### config.mk
export PLATFORM = sky130hd
export DESIGN_NAME = mvau_weight_loader
export DESIGN_NICKNAME = d
export VERILOG_FILES = /design/src/rtl/mvau_weight_loader.sv
export SDC_FILE = /design/constraint.sdc
export NUM_CORES = 1
export LEC_CHECK = 0
export ABC_AREA = 1
export CAP_MARGIN = 10
export CORE_AREA = 5 5 44 46
export CTS_BUF_LIST = sky130_fd_sc_hd__clkbuf_4
export CTS_CLUSTER_DIAMETER = 40
export DETAILED_ROUTE_END_ITERATION = 10
export DIE_AREA = 0 0 49 51
export PLACE_DENSITY = 0.86
export RECOVER_POWER = 100
export SETUP_SLACK_MARGIN = 0.4
export SYNTH_ARGS = -nofsm -noshare
export SYNTH_HDL_FRONTEND = slang
export SYNTH_SLANG_ARGS = --single-unit
### constraint.sdc
create_clock -name aclk -period 2.3 [get_ports aclk]
set_input_delay 0.46 -clock aclk [delete_from_list [all_inputs] [get_ports aclk]]
set_output_delay 0.46 -clock aclk [all_outputs]
set_load 0.02 [all_outputs]
### src/rtl/mvau_weight_loader.sv
// mvau_weight_loader
// Runtime writer for the MVAU PE weight banks. Weight words arrive on an
// AXI-Stream slave in address-major order (for each address, bank 0..PE-1)
// and are written into the banks one cycle after acceptance. While a reload
// is in flight wmem_busy holds off MVAU compute.
//
// state  | meaning
// -------+---------------------------------------------------------------
// S_IDLE | no reload; stream stalled (tready=0), waiting for cfg_start
// S_LOAD | reload in flight; one beat accepted per cycle with tvalid high
//
// A reload ends on the final beat (last bank, last address) or on an early
// tlast. A final beat without tlast, or a tlast before the final beat, marks
// a framing error in the sticky load_err flag. load_done pulses on every
// exit from S_LOAD, in the same cycle as the last write strobe.

module mvau_weight_loader #(
    parameter int SIMD         = 2,
    parameter int TW           = 1,
    parameter int PE           = 2,
    parameter int WMEM_DEPTH   = 4,
    parameter int WMEM_ADDR_BW = 4
) (
    input  logic                    aclk,
    input  logic                    areset,
    input  logic                    cfg_start,
    input  logic [SIMD*TW-1:0]      s_axis_tdata,
    input  logic                    s_axis_tvalid,
    input  logic                    s_axis_tlast,
    output logic                    s_axis_tready,
    output logic [PE-1:0]           wmem_we,
    output logic [WMEM_ADDR_BW-1:0] wmem_waddr,
    output logic [SIMD*TW-1:0]      wmem_wdata,
    output logic                    wmem_busy,
    output logic                    load_done,
    output logic                    load_err
);

    localparam int                    PE_BW     = (PE > 1) ? $clog2(PE) : 1;
    localparam logic [PE_BW-1:0]        PE_LAST   = PE_BW'(PE - 1);
    localparam logic [WMEM_ADDR_BW-1:0] ADDR_LAST = WMEM_ADDR_BW'(WMEM_DEPTH - 1);

    typedef enum logic {
        S_IDLE = 1'b0,
        S_LOAD = 1'b1
    } state_t;

    state_t                  r_state;
    logic                    r_tready;
    logic                    r_busy;
    logic                    r_done;
    logic                    r_err;
    logic [PE-1:0]           r_we;
    logic [WMEM_ADDR_BW-1:0] r_waddr;
    logic [SIMD*TW-1:0]      r_wdata;
    logic [PE_BW-1:0]        r_pe_cnt;
    logic [WMEM_ADDR_BW-1:0] r_addr_cnt;

    logic                    w_accept;
    logic                    w_pe_last;
    logic                    w_addr_last;
    logic                    w_final;
    logic                    w_exit;
    logic [PE-1:0]           w_we_onehot;

    // Beat acceptance and end-of-reload detection
    assign w_accept    = s_axis_tvalid & r_tready;
    assign w_pe_last   = (r_pe_cnt == PE_LAST);
    assign w_addr_last = (r_addr_cnt == ADDR_LAST);
    assign w_final     = w_pe_last & w_addr_last;
    assign w_exit      = w_accept & (w_final | s_axis_tlast);

    // Bank select for the beat currently presented
    always_comb begin
        w_we_onehot = '0;
        w_we_onehot[r_pe_cnt] = 1'b1;
    end

    // Reload FSM with registered stream handshake, write port and status
    always_ff @(posedge aclk or posedge areset) begin
        if (areset) begin
            r_state    <= S_IDLE;
            r_tready   <= 1'b0;
            r_busy     <= 1'b0;
            r_done     <= 1'b0;
            r_err      <= 1'b0;
            r_we       <= '0;
            r_waddr    <= '0;
            r_wdata    <= '0;
            r_pe_cnt   <= '0;
            r_addr_cnt <= '0;
        end else begin
            r_we   <= '0;
            r_done <= 1'b0;
            case (r_state)
                S_IDLE: begin
                    if (cfg_start) begin
                        r_state    <= S_LOAD;
                        r_tready   <= 1'b1;
                        r_busy     <= 1'b1;
                        r_err      <= 1'b0;
                        r_pe_cnt   <= '0;
                        r_addr_cnt <= '0;
                    end
                end
                S_LOAD: begin
                    if (w_accept) begin
                        r_we    <= w_we_onehot;
                        r_waddr <= r_addr_cnt;
                        r_wdata <= s_axis_tdata;
                        if (w_pe_last) begin
                            r_pe_cnt   <= '0;
                            r_addr_cnt <= w_addr_last ? '0 : r_addr_cnt + WMEM_ADDR_BW'(1);
                        end else begin
                            r_pe_cnt <= r_pe_cnt + PE_BW'(1);
                        end
                        if (w_exit) begin
                            r_state  <= S_IDLE;
                            r_tready <= 1'b0;
                            r_busy   <= 1'b0;
                            r_done   <= 1'b1;
                            // framing is good only when tlast marks exactly the final beat
                            if (w_final != s_axis_tlast) begin
                                r_err <= 1'b1;
                            end
                        end
                    end
                end
                default: begin
                    r_state  <= S_IDLE;
                    r_tready <= 1'b0;
                    r_busy   <= 1'b0;
                end
            endcase
        end
    end

    assign s_axis_tready = r_tready;
    assign wmem_busy     = r_busy;
    assign load_done     = r_done;
    assign load_err      = r_err;
    assign wmem_we       = r_we;
    assign wmem_waddr    = r_waddr;
    assign wmem_wdata    = r_wdata;

endmodule

==> flow_metrics.py, run 1 <==
metrics = {
    "logic_synthesis": {
        "yosys-top-cells-area": "dfrtp_1 57%, nand2_1 9.6%, nor2_1 6.1%, inv_1 5.6%, o21ai_2 4.7%",
        "synth_top_cell_area_share_pct": 57.34,
        "synth_fp_nets": 88,
        "yosysWarnings": 0,
        "synth_top_family_by_area": "simple AND/OR/NAND/NOR gates",
        "avgSynthCellArea_um2": 9.392,
        "synth-seq-cells": 17,
        "syn_area_um2": 742.0,
        "synthFlopType": "dfrtp_1",
        "synth.most_common_cell": "nand2_1",
        "yosysSeqAreaShare_pct": 57.34,
        "synth_edf_count": 0,
        "synth-simple-area-share_pct": 21.42,
        "synth_xor_area_share_pct": 0,
        "ys_types": 14,
        "ys_async_sr_fraction_pct": 100.0,
        "synth_compound_area_share_pct": 9.781,
        "syn-instance-count": 79,
        "yosys.area.top_type": "dfrtp_1",
        "synthAdderAreaFrac_pct": 3.373,
        "synth_commonest_cells": "19 x nand2_1, 17 x dfrtp_1, 12 x nor2_1",
        "synthMuxAreaShare_pct": 0,
    },
    "grt": {
        "grt_pass1_wl_um": 2435,
        "grt_max_degree": 18,
        "grt_pass1_vias": 524,
        "grt_remaining_overflow": 0,
        "track_usage_pct": 12.91,
        "grt_use_met2_pct": 20.65,
        "grt_util_met3_pct": 2.035,
        "gr-usage-met1_pct": 15.86,
        "antenna_found_initial": 0,
        "busiest_layer": "met2",
    },
    "layout": {
        "n_antenna_cell": 0,
        "layout-drive-gt1-share_pct": 6.061,
        "area_delta_synth_final_pct": 24.79,
        "num-nets-final": 109,
        "nFillCells": 120,
    },
    "clock_tree": {
        "insertion_delay_ns": 0.29,
        "cts_tree": "yes",
        "clk_pin_slew_worst_paths_ns": 0.09,
        "post_cts_resized": 0,
        "root_buffer": "clkbuf_4",
        "ctsHoldBuffers": 0,
        "htreeDepth": 1,
        "cts_setup_buffers": 0,
        "cts_sinks": 17,
        "clockBufferDepth": 2,
        "numCtsBuffers": 3,
    },
    "min_path": {
        "min_path_type": "reg2reg",
    },
    "worst_setup_path": {
        "crit_arrival_ns": 1.41,
        "crit_start": "wmem_busy",
        "worst_ep_required_time_ns": 1.84,
        "slowest_stage": "dlygate4sd3_1",
        "crit_type": "reg2out",
        "worstSetupEndpoint": "wmem_busy",
        "cp.depth": 1,
        "reg2reg_depth": 8,
        "critical_path_buf_inv_count": 1,
        "crit_family": "buffers and inverters",
        "critPathLaunchType": "flip-flop",
        "critPathMaxFanout": 5,
        "regToRegSetupSlack_ns": 0.77,
        "r2r-start": "r_addr_cnt[1]",
        "rr_endpoint": "load_err",
        "cp_cell_sequence": "dlygate4sd3_1",
        "cpPeakStageDelay_ns": 0.70,
        "cp-end-kind": "output pin",
    },
    "sta": {
        "fmax_mhz": 534.5,
        "rsz0062_at_grt": "false",
        "skew_ns": 0.005732,
        "setup_viol": 0,
        "setup_tns_ns": 0,
        "slew_viol_final": 0,
        "final_hold_viol_count": 0,
        "tightest_slew_ns": 0.6202,
        "slew_headroom_pct": 58.61,
        "finalCritPeriodShare_pct": 81.34,
        "fin_crit_ns": 1.871,
    },
    "run": {
        "drv_cap": 0,
    },
    "detailed_routing": {
        "wl_um": 1419,
        "num_vias": 551,
        "vias_per_cell": 4.791,
        "routedWlPerCell_um": 12.34,
        "drc": 0,
        "drtPass1Iterations": 4,
        "drt_iter0_markers": 13,
        "drt.antenna.violating_nets": 0,
    },
    "floorplan": {
        "die_area_um2": 2499,
        "fp.dieW_um": 49,
        "die_h_um": 51,
        "ioPinCount": 19,
        "core_area_um2": 1471,
        "start_util_pct": 50.43,
        "rows": 14,
    },
    "power": {
        "fin_total_pwr_uw": 1085,
        "power_density_nw_per_um2": 1172,
        "peakVddDrop_mv": 0.5676,
        "cellLeakagePower_uw": 0.0004870,
    },
    "status": {
        "status": "completed",
    },
    "placed_design": {
        "port_buffers": 18,
        "gp_congestion": 0.7464,
    },
}
-- cell usage in the layout (no fill, tap or decap), types with 2 or more instances in the layout --
| cell type | n |
|---|---|
| nor2_1 | 13 |
| o21ai_0 | 8 |
| ha_1 | 2 |
| dfrtp_1 | 17 |
| clkdlybuf4s50_1 | 4 |
| nand2_1 | 19 |
| dlygate4sd3_1 | 14 |
| clkbuf_4 | 4 |
| nand3_1 | 4 |
| a21oi_2 | 2 |
| inv_1 | 11 |
-- logic make-up after synthesis --
| group | Yosys count |
|---|---|
| adder cells (fa/ha/maj) | 2 |
| flip-flops | 17 |
| buffers and inverters | 13 |
| AO/OA/AOI/OAI | 10 |
| AND/OR/NAND/NOR | 37 |
-- tightest hold or removal path, delay by kind of cell (launching register included) --
family / cells / cell delay, ns
flip-flops: 1 / 0.35
AND/OR/NAND/NOR: 2 / 0.10
-- per-stage QoR --
step / cells / util, % / setup slack [ns] / area (um2) / hold slack, ns
2_1_floorplan: 79 / - / 0.9785 / 742.0 / 0.3861
3_3_place_gp: 111 / 62.76 / 0.6210 / 923.4 / 0.4629
3_5_place_dp: 111 / 62.76 / 0.5923 / 923.4 / 0.4701
4_1_cts: 115 / 64.80 / 0.4532 / 953.4 / 0.4949
5_1_grt: 115 / 62.93 / 0.3734 / 925.9 / 0.5138
6_report: 115 / 62.93 / 0.4292 / 925.9 / 0.4829
-- flip-flops by register name (all words and copies together) (netlist names) --
name	count
wmem_we	2
wmem_waddr	4
r_state	1
r_addr_cnt	4
wmem_busy	1
r_pe_cnt	1
load_done	1
wmem_wdata	2
load_err	1
-- layout make-up --
| type | instances | area [um2] | area share (%) |
|---|---|---|---|
| sequential | 17 | 425.4 | 45.95 |
| multi-input combinational | 49 | 229.0 | 24.73 |
| timing repair buffer | 18 | 180.2 | 19.46 |
| inverter | 11 | 41.29 | 4.459 |
| clock buffer | 4 | 30.03 | 3.243 |
| tap | 16 | 20.02 | 2.162 |
-- report_power, final --
part	internal [uW]	leakage, uW	switching, uW
Combinational	178	0.000249	263
Clock	79.3	0.0000184	88.7
Sequential	404	0.000219	71.2
Total	662	0.000487	423
-- metal layers --
layer  vias to the layer above  wire length, um
met5                         -                0
met4                         0               47
met3                         5               87
met2                        20              657
met1                       243              626
li1                        283                -
-- how the worst min path moves through the flow --
stage                        startpoint             to  slack, ns  depth (start not counted)
after CTS                 wmem_wdata[1]  wmem_wdata[1]       0.49                          2
after floorplan                  areset      load_done       0.39                          1
after detailed placement  wmem_wdata[1]  wmem_wdata[1]       0.47                          2
after global placement    wmem_wdata[0]  wmem_wdata[0]       0.46                          2
after global routing      wmem_waddr[1]  wmem_waddr[1]       0.51                          2
final                     wmem_wdata[1]  wmem_wdata[1]       0.48                          2
(Power assumes the default switching activity.)
==> run 2, diff against run 1 <==
--- a/config.mk
+++ b/config.mk
@@ -7,12 +7,12 @@
 export LEC_CHECK = 0
 export ABC_AREA = 1
 export CAP_MARGIN = 10
-export CORE_AREA = 5 5 44 46
+export CORE_AREA = 5 5 45 47
 export CTS_BUF_LIST = sky130_fd_sc_hd__clkbuf_4
 export CTS_CLUSTER_DIAMETER = 40
 export DETAILED_ROUTE_END_ITERATION = 10
-export DIE_AREA = 0 0 49 51
-export PLACE_DENSITY = 0.86
+export DIE_AREA = 0 0 50 52
+export PLACE_DENSITY = 0.82
 export RECOVER_POWER = 100
 export SETUP_SLACK_MARGIN = 0.4
 export SYNTH_ARGS = -nofsm -noshare
==> constraint.sdc (replaced) <==
create_clock -name aclk -period 1.96 [get_ports aclk]
set_input_delay 0.392 -clock aclk [delete_from_list [all_inputs] [get_ports aclk]]
set_output_delay 0.392 -clock aclk [all_outputs]
set_load 0.02 [all_outputs]
==> flow_metrics.py, run 2 (same netlist as run 1, synthesis figures left out) <==
metrics = {
    "grt": {
        "track_usage_pct": 12.86,
        "grt_remaining_overflow": 0,
        "antenna_found_initial": 0,
        "grt_pass1_wl_um": 2580,
        "grt_max_degree": 18,
        "grt_pass1_vias": 586,
    },
    "layout": {
        "n_antenna_cell": 0,
        "layout-drive-gt1-share_pct": 10.58,
        "layout_commonest_cell": "nand2_1",
        "mostFrequentLayoutCells": "19 x nand2_1, 17 x dfrtp_1, 12 x nor2_1, 12 x dlygate4sd2_1, 11 x inv_1",
        "multiInputGateArea_um2": 234.0,
        "area_delta_synth_final_pct": 28.33,
        "nFillCells": 140,
        "num-nets-final": 114,
        "final_cell_area_um2": 952.2,
        "regArea_um2": 425.4,
    },
    "worst_setup_path": {
        "crit_family": "adder cells",
        "cp-end-kind": "flip-flop",
        "critPathLaunchType": "flip-flop",
        "cp_cell_sequence": "ha_1 -> nand2_1 -> nor2_1 -> nand2_1 -> ha_1 -> a21oi_1 -> nor2_1",
        "slowest_stage": "dfrtp_1",
        "crit_start": "r_addr_cnt[1]",
        "r2r-start": "r_addr_cnt[1]",
        "critical_path_buf_inv_count": 0,
        "crit_arrival_ns": 1.68,
        "rr_endpoint": "load_err",
        "worst_ep_required_time_ns": 2.14,
        "crit_type": "reg2reg",
        "critPathMaxFanout": 3,
        "reg2reg_depth": 7,
        "cpPeakStageDelay_ns": 0.39,
        "regToRegSetupSlack_ns": 0.46,
    },
    "sta": {
        "setup_tns_ns": 0,
        "setup_viol": 0,
        "skew_ns": 0.002273,
        "final_hold_viol_count": 0,
        "fin_crit_ns": 1.505,
        "finalCritPeriodShare_pct": 76.76,
        "fmax_mhz": 664.7,
        "slew_viol_final": 0,
        "whs_ns": 0.4870,
        "slew_headroom_pct": 56.50,
        "rsz0062_at_grt": "false",
        "tightest_slew_ns": 0.6518,
    },
    "placed_design": {
        "hpwl_um": 1063,
        "gp_congestion": 0.7668,
        "place_area_um2": 924.6,
        "port_buffers": 18,
    },
    "clock_tree": {
        "insertion_delay_ns": 0.29,
        "clockBufferDepth": 2,
        "cts_sinks": 17,
        "root_buffer": "clkbuf_4",
        "numCtsBuffers": 3,
        "cts_tree": "yes",
        "htreeDepth": 1,
        "clk_pin_slew_worst_paths_ns": 0.10,
    },
    "detailed_routing": {
        "num_vias": 624,
        "drt_iter0_markers": 8,
        "drtPass1Iterations": 4,
        "vias_per_cell": 5.157,
        "drt.antenna.violating_nets": 0,
        "routedWlPerCell_um": 13.25,
        "wl_um": 1603,
        "drc": 0,
    },
    "power": {
        "power_frac_comb_pct": 41.5,
        "power_density_nw_per_um2": 1336,
        "power_frac_seq_pct": 43.9,
        "netSwitchingFraction_pct": 40.76,
        "pwr-share-clk_pct": 14.6,
        "cellLeakagePower_uw": 0.0005256,
        "p_int_uw": 753.4,
        "peakVddDrop_mv": 0.6201,
        "p_sw_uw": 518.5,
    },
    "floorplan": {
        "fp.dieW_um": 50,
        "rows": 15,
        "die_area_um2": 2600,
        "start_util_pct": 45.97,
        "ioPinCount": 19,
        "die_h_um": 52,
        "core_area_um2": 1614,
    },
    "min_path": {
        "min_path_type": "reg2reg",
        "min_from": "wmem_wdata[0]",
        "hold-path-endpoint": "wmem_wdata[0]",
        "hold_path_depth": 2,
    },
    "status": {
        "status": "completed",
    },
    "run": {
        "drv_cap": 0,
    },
}
[run 2: changes by cell type in the layout (fill, tap and decap cells not counted)]
cell,delta
clkinv_2,+1
nand3_2,+1
nor2_4,+1
nand3_1,-1
dlygate4sd3_1,-12
buf_4,+4
a21oi_1,+2
nor2_1,-1
dlygate4sd2_1,+12
a21oi_2,-2
[run 2: layer usage]
layer	track usage [%]	vias up	share of wire, %
li1	-	297	-
met1	14.52	283	38
met2	23.43	36	51
met3	1.433	8	7.0
met4	6.550	0	4.4
met5	0	-	0
[run 2: worst register-to-register path, stage by stage, from the launching register on]
cell and delay [ns]:
dfrtp_1 0.39, ha_1 0.19, nand2_1 0.09, nor2_1 0.16, nand2_1 0.08, ha_1 0.28
a21oi_1 0.16, nor2_1 0.06
[run 2: what timing repair did]
item | CTS | global route
buffers inserted | 0 | 5
gates resized for setup | 12 | 2
gates cloned | 0 | 0
hold buffers | 0 | 0
setup endpoints to repair | 12 | 3
pin swaps | 0 | 3
[run 2: final cells by class]
cell class | count | area share (%)
Sequential cell | 17 | 44.68
Timing Repair Buffer | 23 | 21.29
Clock buffer | 3 | 2.365
Tap cell | 17 | 2.234
Inverter | 11 | 4.336
Multi-Input combinational cell | 49 | 24.57
Clock inverter | 1 | 0.5256
[run 2: worst max-delay path by stage]
stage / end / depth (start not counted)
after floorplan: load_err / 7
after global placement: load_err / 5
after detailed placement: load_err / 5
after CTS: load_err / 8
after global routing: load_err / 8
final: load_err / 7
[run 2: metrics by stage]
| step | util (%) | std cells | setup slack [ns] | power, uW |
|---|---|---|---|---|
| after floorplan | - | 79 | 0.6385 | 928.9 |
| after global placement | 57.29 | 112 | 0.3430 | 1142 |
| after detailed placement | 57.29 | 112 | 0.2758 | 1166 |
| after CTS | 58.06 | 116 | 0.4230 | 1285 |
| after global routing | 58.99 | 121 | 0.2968 | 1365 |
| final | 58.99 | 121 | 0.4555 | 1272 |
[run 2: power by group through the flow]
stage	sequential, uW	clock (uW)	combinational, uW
after global placement	565	0	577
after floorplan	659	0	270
final	558	186	528
after detailed placement	573	0	593
after global routing	580	203	583
after CTS	561	190	533
